===== src/rtl/mcif_rd_arb_pkg.sv =====
// Shared types and default widths for the MCIF read arbiter.
// State encodings match the legacy CNN defines header.
package mcif_rd_arb_pkg;

    localparam int NUM_REQ_DEF = 4;
    localparam int ADDR_W_DEF  = 32;
    localparam int LEN_W_DEF   = 8;
    localparam int DATA_W_DEF  = 256;
    localparam int ID_W        = 3;

    typedef enum logic [1:0] {
        MCIF_ARB_IDLE = 2'd0,
        MCIF_ARB_CMD  = 2'd1,
        MCIF_ARB_DATA = 2'd2
    } arb_state_e;

endpackage


===== src/rtl/mcif_rr_pick.sv =====
// Round-robin winner select: first asserted request after last_id.
// Purely combinational; all selects use constant indices.
module mcif_rr_pick
    import mcif_rd_arb_pkg::*;
#(
    parameter int NUM_REQ = NUM_REQ_DEF
) (
    input  logic [NUM_REQ-1:0] req,
    input  logic [ID_W-1:0]    last_id,
    output logic [ID_W-1:0]    winner,
    output logic               any
);

    always_comb begin
        winner = '0;
        any    = |req;
        for (int l = 0; l < NUM_REQ; l++) begin
            if (last_id == ID_W'(l)) begin
                // Walk farthest-first so the nearest hit wins.
                for (int k = NUM_REQ; k >= 1; k--) begin
                    if (req[(l + k) % NUM_REQ]) begin
                        winner = ID_W'((l + k) % NUM_REQ);
                    end
                end
            end
        end
    end

endmodule


===== src/rtl/mcif_rd_arb.sv =====
// Round-robin read arbiter sharing one MCIF command/data channel.
// A grant covers a whole burst, command handshake to last beat.
module mcif_rd_arb
    import mcif_rd_arb_pkg::*;
#(
    parameter int NUM_REQ = NUM_REQ_DEF,
    parameter int ADDR_W  = ADDR_W_DEF,
    parameter int LEN_W   = LEN_W_DEF,
    parameter int DATA_W  = DATA_W_DEF
) (
    input  logic                      clk,
    input  logic                      rst,
    input  logic [NUM_REQ-1:0]        req_valid,
    input  logic [NUM_REQ*ADDR_W-1:0] req_addr,
    input  logic [NUM_REQ*LEN_W-1:0]  req_len,
    output logic [NUM_REQ-1:0]        req_ready,
    output logic                      cmd_valid,
    input  logic                      cmd_ready,
    output logic [ADDR_W-1:0]         cmd_addr,
    output logic [LEN_W-1:0]          cmd_len,
    input  logic                      mem_rd_valid,
    input  logic [DATA_W-1:0]         mem_rd_data,
    output logic [NUM_REQ-1:0]        rd_valid,
    output logic [DATA_W-1:0]         rd_data,
    output logic                      rd_last,
    output logic [ID_W-1:0]           arb_id,
    output logic                      busy,
    output logic                      err
);

    arb_state_e        state;
    logic [ID_W-1:0]   last_id;
    logic [ID_W-1:0]   pick_last;
    logic [ID_W-1:0]   winner;
    logic              any_req;
    logic [LEN_W:0]    beat_cnt;
    logic              beat_in_data;
    logic              last_beat;
    logic              cmd_fire;
    logic              grant;
    logic [ADDR_W-1:0] sel_addr;
    logic [LEN_W-1:0]  sel_len;

    // On the last beat last_id is still stale, so rotate from arb_id.
    assign pick_last = (state == MCIF_ARB_DATA) ? arb_id : last_id;

    mcif_rr_pick #(
        .NUM_REQ (NUM_REQ)
    ) u_pick (
        .req     (req_valid),
        .last_id (pick_last),
        .winner  (winner),
        .any     (any_req)
    );

    assign cmd_fire     = cmd_valid && cmd_ready;
    assign beat_in_data = (state == MCIF_ARB_DATA) && mem_rd_valid;
    assign last_beat    = beat_in_data && (beat_cnt == {1'b0, cmd_len});
    assign grant        = any_req
                        && ((state == MCIF_ARB_IDLE) || last_beat);

    assign rd_data = mem_rd_data;
    assign rd_last = last_beat;
    assign busy    = (state != MCIF_ARB_IDLE);

    always_comb begin
        req_ready = '0;
        rd_valid  = '0;
        if (cmd_fire) begin
            req_ready = NUM_REQ'(1) << arb_id;
        end
        if (beat_in_data) begin
            rd_valid = NUM_REQ'(1) << arb_id;
        end
    end

    always_comb begin
        sel_addr = '0;
        sel_len  = '0;
        for (int i = 0; i < NUM_REQ; i++) begin
            if (winner == ID_W'(i)) begin
                sel_addr = req_addr[i*ADDR_W +: ADDR_W];
                sel_len  = req_len[i*LEN_W +: LEN_W];
            end
        end
    end

    always_ff @(posedge clk or posedge rst) begin
        if (rst) begin
            state     <= MCIF_ARB_IDLE;
            last_id   <= ID_W'(NUM_REQ - 1);
            arb_id    <= '0;
            cmd_valid <= 1'b0;
            cmd_addr  <= '0;
            cmd_len   <= '0;
            beat_cnt  <= '0;
            err       <= 1'b0;
        end else begin
            if (mem_rd_valid && (state != MCIF_ARB_DATA)) begin
                err <= 1'b1;
            end
            unique case (state)
                MCIF_ARB_IDLE: begin
                end
                MCIF_ARB_CMD: begin
                    if (cmd_ready) begin
                        cmd_valid <= 1'b0;
                        beat_cnt  <= '0;
                        state     <= MCIF_ARB_DATA;
                    end
                end
                MCIF_ARB_DATA: begin
                    if (mem_rd_valid) begin
                        beat_cnt <= beat_cnt + 1'b1;
                        if (last_beat) begin
                            last_id <= arb_id;
                            state   <= MCIF_ARB_IDLE;
                        end
                    end
                end
                default: state <= MCIF_ARB_IDLE;
            endcase
            // A new grant overrides the IDLE fall-back above.
            if (grant) begin
                arb_id    <= winner;
                cmd_addr  <= sel_addr;
                cmd_len   <= sel_len;
                cmd_valid <= 1'b1;
                state     <= MCIF_ARB_CMD;
            end
        end
    end

endmodule


===== config.mk =====
export PLATFORM = sky130hd
export DESIGN_NAME = mcif_rd_arb
export DESIGN_NICKNAME = d
export VERILOG_FILES = /design/src/rtl/mcif_rd_arb_pkg.sv /design/src/rtl/mcif_rr_pick.sv /design/src/rtl/mcif_rd_arb.sv
export SDC_FILE = /design/constraint.sdc
export NUM_CORES = 1
export LEC_CHECK = 0
export CAP_MARGIN = 20
export CORE_AREA = 2 2 285 287
export DETAILED_ROUTE_END_ITERATION = 12
export DIE_AREA = 0 0 287 289
export GPL_TIMING_DRIVEN = 0
export PLACE_DENSITY_LB_ADDON = 0.12
export SYNTH_ARGS = -nofsm -noshare
export SYNTH_HDL_FRONTEND = slang
export SYNTH_SLANG_ARGS = --single-unit

===== constraint.sdc =====
create_clock -name clk -period 2.5 [get_ports clk]
set_input_delay 0.5 -clock clk [delete_from_list [all_inputs] [get_ports clk]]
set_output_delay 0.5 -clock clk [all_outputs]
set_load 0.1 [all_outputs]

# Word level (Yosys, flattened, before mapping)
# Cells that the tools add are included.
# totals
register_bits	59
inputBits	424
# classes
addsub	1
n_reduce_logical	18
mux	41
shift	1
eq_ne	16
# ops
cell	n
$mux 32	4
$mux 3	17
$mux 8	4
$mux 9	2
$pmux 9 s2	1
$mux 2	7
$eq 3x2->1 const B	4
$add 9x1->9 const B	1
$eq 9x8->1	1
$ne 3x3->1 const B	3
$mux 4	2
$ne 2x2->1 const B	4
$reduce_bool 2->1	4
$eq 3x1->1 const B	2
$logic_not 3->1	2
$pmux 2 s3	1
$reduce_and 3->1	2
$logic_and 1x1->1	5
$reduce_and 4->1	1
$reduce_or 4->1	1
$shl 1x3->4 const A	1
$mux 1	3
$eq 2x1->1 const B	1
$eq 2x2->1 const B	1
3 further kinds	3

# Depth between registers and ports, before layout
# Gate-level depths: netlist of run 1.
# depth
word_depth	24
ltp_mapped	10
depth_no_buf	6

# Hierarchy
# Synthesis of run 1 repeated with hierarchy kept, for this count alone.
# hier_totals
cells_unflattened	562
area_unflattened_um2	5838.1
# by_module_without_submodules
mod	cells_each	seq_area_each_um2	n_inst	area_per_inst_um2
mcif_rd_arb	542	1478.9	1	5718.0
mcif_rr_pick	20	0.0	1	120.1

# Least setup slack after synthesis of run 1
# Ideal clock, no wire load.
# synth_path
path_type	register to output
startpoint	register cmd_valid
endpoint	output port req_ready[0]
path_stages_with_launch	3
arrival_time_ns	3.220
setup_slack_ns	-1.220
path_cell_list	dfrtp_1 nand2_1 nor3_1
# synth_via
elab_chain_len	2
# synth_rtl
element	line_no	text
start: declaration	mcif_rd_arb.sv:17	output logic cmd_valid,
start signal: assignment	mcif_rd_arb.sv:93	cmd_valid <= 1'b0;
start signal: assignment	mcif_rd_arb.sv:107	cmd_valid <= 1'b0;
start signal: assignment	mcif_rd_arb.sv:128	cmd_valid <= 1'b1;
$logic_and 1x1->1	mcif_rd_arb.sv:56	assign cmd_fire = cmd_valid && cmd_ready;
$mux 4	mcif_rd_arb.sv:69	if (cmd_fire) begin
end: declaration	mcif_rd_arb.sv:16	output logic [NUM_REQ-1:0] req_ready,
# No other way between the ends.

# Worst setup path in the final report of run 1
# layout_path
startpoint	register cmd_len[7]
endpoint	output port rd_last
# layout_via
elab_chain_len	2
# layout_rtl
element	line_no	text
start: declaration	mcif_rd_arb.sv:20	output logic [LEN_W-1:0] cmd_len,
start signal: assignment	mcif_rd_arb.sv:127	cmd_len <= sel_len;
$eq 9x8->1	mcif_rd_arb.sv:58	assign last_beat = beat_in_data && (beat_cnt == {1'b0, cmd_len});
$logic_and 1x1->1	mcif_rd_arb.sv:58	
end: declaration	mcif_rd_arb.sv:25	output logic rd_last,
# No other way between the ends.

==> parameters.txt, run 1 <==
Parameter                              Value

Synth
  Synth Area in Adders    0.223%
  Compound-gate portion of the synthesized area    9.31%
  Mapped Cells    615
  Top cell type by total area after synthesis    buf_4
  Leading register cell type out of synthesis    dfrtp_1
  Post-synth ARST share    100%
  Yosys top cell area share    34.7%
  Combinational family with the most area after synthesis    buffers and inverters
  Syn Nets    1,040
  Part of the Yosys area used for sequential elements    25.5%
  Synthesized cell area    5600 um2
  Mean area per synthesized cell    9.11 um2
  Simple-Gate Fraction of Synth Area    8.73%
  Number of flops mapped to enable cells by yosys    0
  Yosys reg bits    57
  Proportion of synthesized area in mux cells    15.3%
  Yosys synthesis warning count    0
  Biggest area contributors in the synthesized netlist    buf_4, dfrtp_1, mux2i_1
  Count of distinct cell types in the synthesized netlist    44
  Post-Synth XOR/XNOR Area    2.19%

Timing
  Worst-margin pin slew    1.10 ns
  Period Utilization, post-route    99.2%
  Skew final    0.0124 ns
  Worst Setup Slack, final    0.0191 ns
  Minimum clock period after layout    2.48 ns
  Max-slew violation count    0
  Endpoints failing hold    0
  Setup repair after global routing missed its margin    yes
  Setup violators final    0
  Relative slew margins    27.0%
  Fmax    403 MHz

Die
  Die Height    289 um
  Core outline area    79,900 um2
  Die Width    287 um
  Initial standard-cell utilization of the core    7.01%
  Area of the die    82,900 um2
  Top Ports    735
  Row Count    104

Worst setup path
  Critical path type    reg -> out
  Cell-by-cell listing of the critical path    xor2_2 > nor4_4 > nand3_4 > clkinvlp_4 > buf_12
  Critical Path Slowest Stage Cell    dfrtp_2
  Total buffers and inverters traversed by the critical path    2
  CP Capture Type    primary output
  Kind of start point of the critical path    flop
  Critical Path Fanout Max    4
  Critical path data required time    2.00 ns
  Arrival time at the worst endpoint    1.98 ns
  Biggest cell delay along the critical path    0.48 ns
  CP delay by family, top    simple AND/OR/NAND/NOR gates

Route
  Post-detailed-routing wire length    36,700 um
  Iter 0 DRT Violations    125
  Remaining antenna violation count    0
  Routed length per placed instance    16.8 um
  Number of vias in the routed layout    6,024
  DRC Markers    0
  Number of detailed-routing iterations run before antenna repair    4
  Routed vias/inst    2.76

Finish
  Area of combinational cells with multiple inputs    2430 um2
  Count of fill cells added during filler insertion    9,037
  Count of inserted antenna diode cells    0
  Synthesis-to-layout area growth    130%
  Nets    1,545
  Proportion of layout cells with a drive suffix above 1    36.4%
  Most common cell after layout, fill and taps aside    clkdlybuf4s50_1
  Final Cell Area    12,900 um2
  Most used cells in the layout excluding fill and tap cells    clkdlybuf4s50_1, buf_4, mux2i_1
  Register area    1440 um2

Placement
  PortBufs    477
  Detail Placement HPWL    30,000 um
  Area of placed instances    11,800 um2
  Final weighted congestion of routability-driven global placement    0.675
  Placement Setup Slack    -1.71 ns

Worst hold path
  Hold/Removal Path Class    reg -> reg

Global routing
  Maximum number of pins on one net before global-route repair    32
  Vias in the first global route    6,160
  Global-route wire length before repair    46,200 um
  Remaining global-route overflow    0
  Overall Global Routing Usage    8.03%
  Number of antenna violations at the first check in global routing    1

Clock tree
  H-tree levels    3
  Clock Root Buffer    clkbuf_16
  Buffers from clock root to sink, at most    2
  TritonCTS Sinks    57
  TritonCTS clock tree    yes
  Number of buffers inserted during clock tree synthesis    9
  Reg clk slew, reported paths    0.07 ns
  Skew-Pair Late Insertion Delay    0.38 ns

Pwr
  Share of total power in the clock network    10.3%
  Internal Pwr Total    5280 uW
  Reported leakage power    0.00528 uW
  Largest voltage drop on the vdd net    483 uV
  Net Sw Power    7890 uW
  Cell area power density    1020 nW/um2
  Part of the total power dissipated in combinational logic    76.8%
  Switching portion of total power    59.9%
  Sequential group share of total power    12.9%

Flow run
  Count of max-cap constraint violations    0

Run status
  Outcome    completed
==> final timing paths <==
kind                            cells past startpoint      endpoint  slack, ns        from
worst max-delay path                                5       rd_last       0.02  cmd_len[7]
min in group asynchronous                           2     arb_id[0]       0.50         rst
max in group asynchronous                           3    cmd_len[3]       1.42         rst
worst min register to register                      1           err       0.46         err
worst max register to register                      8  cmd_addr[25]       0.07  cmd_len[7]
worst min-delay path                                1           err       0.46         err
==> cell type report <==
cell class	instances	share of cell area, %
Tap cell	1060	10.3
Timing Repair Buffer	495	39.2
Clock buffer	9	1.75
Sequential cell	57	11.2
Inverter	4	0.165
Clock inverter	7	0.554
Multi-Input combinational cell	269	18.9
Buffer	284	18.0
==> repair_timing <==
| item | CTS | global route |
|---|---|---|
| pin swaps | 2 | 8 |
| hold buffers | 0 | 0 |
| setup endpoints to repair | 65 | 47 |
| resized for setup | 119 | 62 |
| setup buffers | 5 | 5 |
| cloned | 1 | 5 |
==> power groups by stage <==
| stage | clock network [uW] | logic (uW) | registers (uW) |
|---|---|---|---|
| floorplan | 0 | 4150 | 4000 |
| detailed placement | 0 | 9330 | 1730 |
| finish | 1350 | 10100 | 1700 |
| CTS | 1470 | 9690 | 1730 |
| global placement | 0 | 9310 | 1730 |
| global route | 1490 | 10600 | 1780 |
==> per-layer routing <==
| metal | vias up | wire, um | GRT usage (%) |
|---|---|---|---|
| met1 | 2842 | 13900 | 9.01 |
| met3 | 14 | 2650 | 2.50 |
| met5 | - | 0 | 0 |
| met2 | 332 | 19700 | 14.7 |
| met4 | 0 | 321 | 1.88 |
| li1 | 2836 | - | - |
==> state kept, by name (all words and copies together) (netlist names) <==
| name | flops |
|---|---|
| beat_cnt | 9 |
| state | 2 |
| cmd_valid | 1 |
| err | 1 |
| cmd_len | 8 |
| last_id | 2 |
| arb_id | 2 |
| cmd_addr | 32 |
==> cell usage after synthesis (3+ instances only) <==
library cell	instances
buf_4	259
mux2i_1	81
nand2_1	57
dfrtp_1	55
o221ai_1	33
nor2_1	23
xor2_1	12
buf_2	11
buf_6	11
o21ai_0	8
nand2b_1	7
o221ai_2	7
nand3_1	5
inv_1	4
a21oi_1	3
==> kinds of logic after synthesis <==
kind of cell | Yosys count
AO/OA/AOI/OAI | 60
XOR/XNOR | 14
adder cells (fa/ha/maj) | 1
buffers and inverters | 289
flip-flops | 57
multiplexers | 84
other | 1
AND/OR/NAND/NOR | 109
==> metrics by stage <==
stage / cells / hold slack [ns] / power (uW) / setup TNS (ns) / utilization, %
CTS: 2176 / 0.472 / 12900 / -4.47 / 15.5
global placement: 2152 / 0.453 / 11000 / -156.87 / 14.7
global route: 2185 / 0.446 / 13900 / -0.123 / 16.1
floorplan: 615 / 0.457 / 8150 / -0.382 / -
finish: 2185 / 0.456 / 13200 / 0 / 16.1
detailed placement: 2154 / 0.457 / 11100 / -69.10 / 14.8
(Power assumes the default switching activity.)
==> run 2: changes to the inputs <==
--- a/config.mk
+++ b/config.mk
@@ -7,7 +7,9 @@
 export LEC_CHECK = 0
 export CAP_MARGIN = 20
-export CORE_AREA = 2 2 285 287
+export CELL_PAD_IN_SITES_DETAIL_PLACEMENT = 1
+export CELL_PAD_IN_SITES_GLOBAL_PLACEMENT = 1
+export CORE_AREA = 5 5 281 283
 export DETAILED_ROUTE_END_ITERATION = 12
-export DIE_AREA = 0 0 287 289
+export DIE_AREA = 0 0 286 288
 export GPL_TIMING_DRIVEN = 0
 export PLACE_DENSITY_LB_ADDON = 0.12
==> constraint.sdc (replaced) <==
create_clock -name clk -period 2.5 [get_ports clk]
set_input_delay 0.375 -clock clk [delete_from_list [all_inputs] [get_ports clk]]
set_output_delay 0.375 -clock clk [all_outputs]
set_load 0.1 [all_outputs]
==> parameters.txt, run 2 (synthesis gave the netlist of run 1 again) <==
Parameter                              Value

Run status
  Outcome    completed (unchanged)

Pwr
  Cell area power density    1020 nW/um2 (about the same)
  Largest voltage drop on the vdd net    281 uV (was 483 uV)
  Reported leakage power    0.00522 uW (was 0.00528 uW)

Finish
  Count of fill cells added during filler insertion    8,869 (was 9,037)
  Most flop-heavy register    cmd_addr (unchanged)
  Most used cells in the layout excluding fill and tap cells    clkdlybuf4s50_1, buf_4, mux2i_1 (unchanged)
  Top flop regs    cmd_addr x32, beat_cnt x9, cmd_len x8 (unchanged)
  Nets    1,553 (was 1,545)
  Synthesis-to-layout area growth    126% (was 130%)
  Most common cell after layout, fill and taps aside    clkdlybuf4s50_1 (unchanged)
  Final Cell Area    12,700 um2 (was 12,900 um2)
  Count of inserted antenna diode cells    0 (unchanged)
  Post-Route Utilization    16.6% (was 16.1%)
  Proportion of layout cells with a drive suffix above 1    35.0% (was 36.4%)
  Number of flip-flops in the largest register    32 (unchanged)

Die
  Initial standard-cell utilization of the core    7.33% (was 7.01%)
  Area of the die    82,400 um2 (was 82,900 um2)
  Top Ports    735 (unchanged)
  Row Count    102 (was 104)
  Die Height    288 um (was 289 um)
  Die Width    286 um (was 287 um)
  Core outline area    76,400 um2 (was 79,900 um2)

Route
  Number of vias in the routed layout    6,085 (was 6,024)
  Number of detailed-routing iterations run before antenna repair    4 (unchanged)
  Post-detailed-routing wire length    38,700 um (was 36,700 um)
  DRC Markers    0 (unchanged)
  Routed vias/inst    2.87 (was 2.76)
  Routed length per placed instance    18.3 um (was 16.8 um)
  Remaining antenna violation count    0 (unchanged)
  Iter 0 DRT Violations    89 (was 125)

Global routing
  Met2 GRT Util    16.9% (was 14.7%)
  Vias in the first global route    6,735 (was 6,160)
  Remaining global-route overflow    0 (unchanged)
  Grt met3 use    2.98% (was 2.50%)
  Global-route wire length before repair    51,100 um (was 46,200 um)
  Overall Global Routing Usage    8.72% (was 8.03%)
  Maximum number of pins on one net before global-route repair    30 (was 32)
  Busiest grt layer    met2 (unchanged)
  Global routing met1 resource utilization    8.96% (was 9.01%)
  Number of antenna violations at the first check in global routing    0 (was 1)

Clock tree
  TritonCTS clock tree    yes (unchanged)
  TritonCTS Sinks    57 (unchanged)
  Clock Root Buffer    clkbuf_16 (unchanged)
  Hold_buf cts    0 (unchanged)
  Skew-Pair Late Insertion Delay    0.37 ns (was 0.38 ns)
  Reg clk slew, reported paths    0.07 ns (about the same)
  Buffers from clock root to sink, at most    2 (unchanged)
  H-tree levels    3 (unchanged)
  Number of buffers inserted during clock tree synthesis    9 (unchanged)

Timing
  Endpoints failing hold    0 (unchanged)
  Setup violators final    0 (unchanged)
  Skew final    0.0152 ns (was 0.0124 ns)
  Max-slew violation count    0 (unchanged)
  Period Utilization, post-route    96.8% (was 99.2%)
  Fmax    413 MHz (was 403 MHz)
  Relative slew margins    27.3% (was 27.0%)
  Setup repair after global routing missed its margin    yes (unchanged)
  Minimum clock period after layout    2.42 ns (was 2.48 ns)
  Worst-margin pin slew    1.09 ns (was 1.10 ns)

Worst setup path
  Critical Path Slowest Stage Cell    clkdlybuf4s50_1 (was dfrtp_2)
  Critical Path Fanout Max    3 (was 4)
  Cell-by-cell listing of the critical path    clkdlybuf4s50_1 (was xor2_2 > nor4_4 > nand3_4 > clkinvlp_4 > buf_12)
  Arrival time at the worst endpoint    2.05 ns (was 1.98 ns)
  Number of cells on the worst reg-to-reg path    8 (unchanged)
  Worst Setup SP    cmd_len[7] (unchanged)
  Endpoint of the worst-slack reg-to-reg timing path    cmd_len[3] (was cmd_addr[25])
  Cell depth of the worst setup path    1 (was 5)
  Critical path type    reg -> out (unchanged)
  Worst setup path endpoint    cmd_len[7] (was rd_last)
  CP Capture Type    primary output (unchanged)
  CP delay by family, top    buffers and inverters (was simple AND/OR/NAND/NOR gates)
  Kind of start point of the critical path    flop (unchanged)
  Critical path data required time    2.12 ns (was 2.00 ns)
  Reg-to-reg startpoint    beat_cnt[7] (was cmd_len[7])
  Biggest cell delay along the critical path    1.21 ns (was 0.48 ns)
  Total buffers and inverters traversed by the critical path    1 (was 2)
  Worst setup slack for register-to-register paths    0.11 ns (was 0.07 ns)

Placement
  PortBufs    477 (unchanged)
  Detail Placement HPWL    32,400 um (was 30,000 um)
  Final weighted congestion of routability-driven global placement    0.666 (was 0.675)
  Area of placed instances    11,700 um2 (was 11,800 um2)

Worst hold path
  Hold/Removal Path Class    in -> async (was reg -> reg)

Flow run
  Count of max-cap constraint violations    0 (unchanged)
[run 2: cell count changes in the layout (fill, tap and decap cells not counted), moves of 7 or more]
cell / delta
clkdlybuf4s15_2: +8
clkdlybuf4s50_1: +16
o221ai_2: -9
o221ai_1: +9
dlygate4sd2_1: -10
mux2i_1: +7
[run 2: repair_timing]
action	CTS	global route
gates resized for setup	91	30
setup endpoints to repair	54	42
cloned	5	1
pin swaps	5	6
setup buffers	15	2
[run 2: metal layers]
metal	up-vias	share of wire, %	routed length [um]
met3	20	7.5	2920
met1	2899	35	13500
met2	305	56	21900
li1	2861	-	-
met4	0	1.3	490
met5	-	0	0
[run 2: power by group]
group          internal [uW]  switching [uW]
clock network            778             543
registers               1340             312
logic                   3160            6810
[run 2: layout make-up]
| type | instances | area (um2) | area share [%] |
|---|---|---|---|
| buffer | 285 | 2280 | 18.0 |
| clock buffer | 14 | 284 | 2.24 |
| clock inverter | 2 | 10.0 | 0.0791 |
| inverter | 4 | 17.5 | 0.138 |
| multi-input combinational | 269 | 2270 | 17.9 |
| sequential | 57 | 1440 | 11.4 |
| tap | 988 | 1240 | 9.77 |
| timing repair buffer | 502 | 5120 | 40.4 |
[run 2: how the worst min path moves through the flow]
stage | end | slack (ns) | depth (start not counted) | startpoint
final | cmd_addr[12] | 0.37 | 2 | rst
after global routing | cmd_addr[12] | 0.41 | 2 | rst
after CTS | cmd_addr[12] | 0.37 | 2 | rst
after detailed placement | err | 0.45 | 1 | err
after global placement | err | 0.44 | 1 | err
after floorplan | last_id[0] | 0.46 | 2 | last_id[0]
[run 2: stage by stage]
| step | TNS, ns | power, uW | hold WS [ns] | setup slack, ns | std cells |
|---|---|---|---|---|---|
| after detailed placement | -48.49 | 10900 | 0.451 | -1.30 | 2082 |
| after CTS | -0.0434 | 13200 | 0.366 | -0.0131 | 2118 |
| after global routing | -0.119 | 13700 | 0.415 | -0.0231 | 2121 |
| after global placement | -123.18 | 10900 | 0.442 | -1.55 | 2080 |
| after floorplan | -0.840 | 8110 | 0.457 | -0.401 | 615 |
| final | 0 | 12900 | 0.372 | 0.0792 | 2121 |
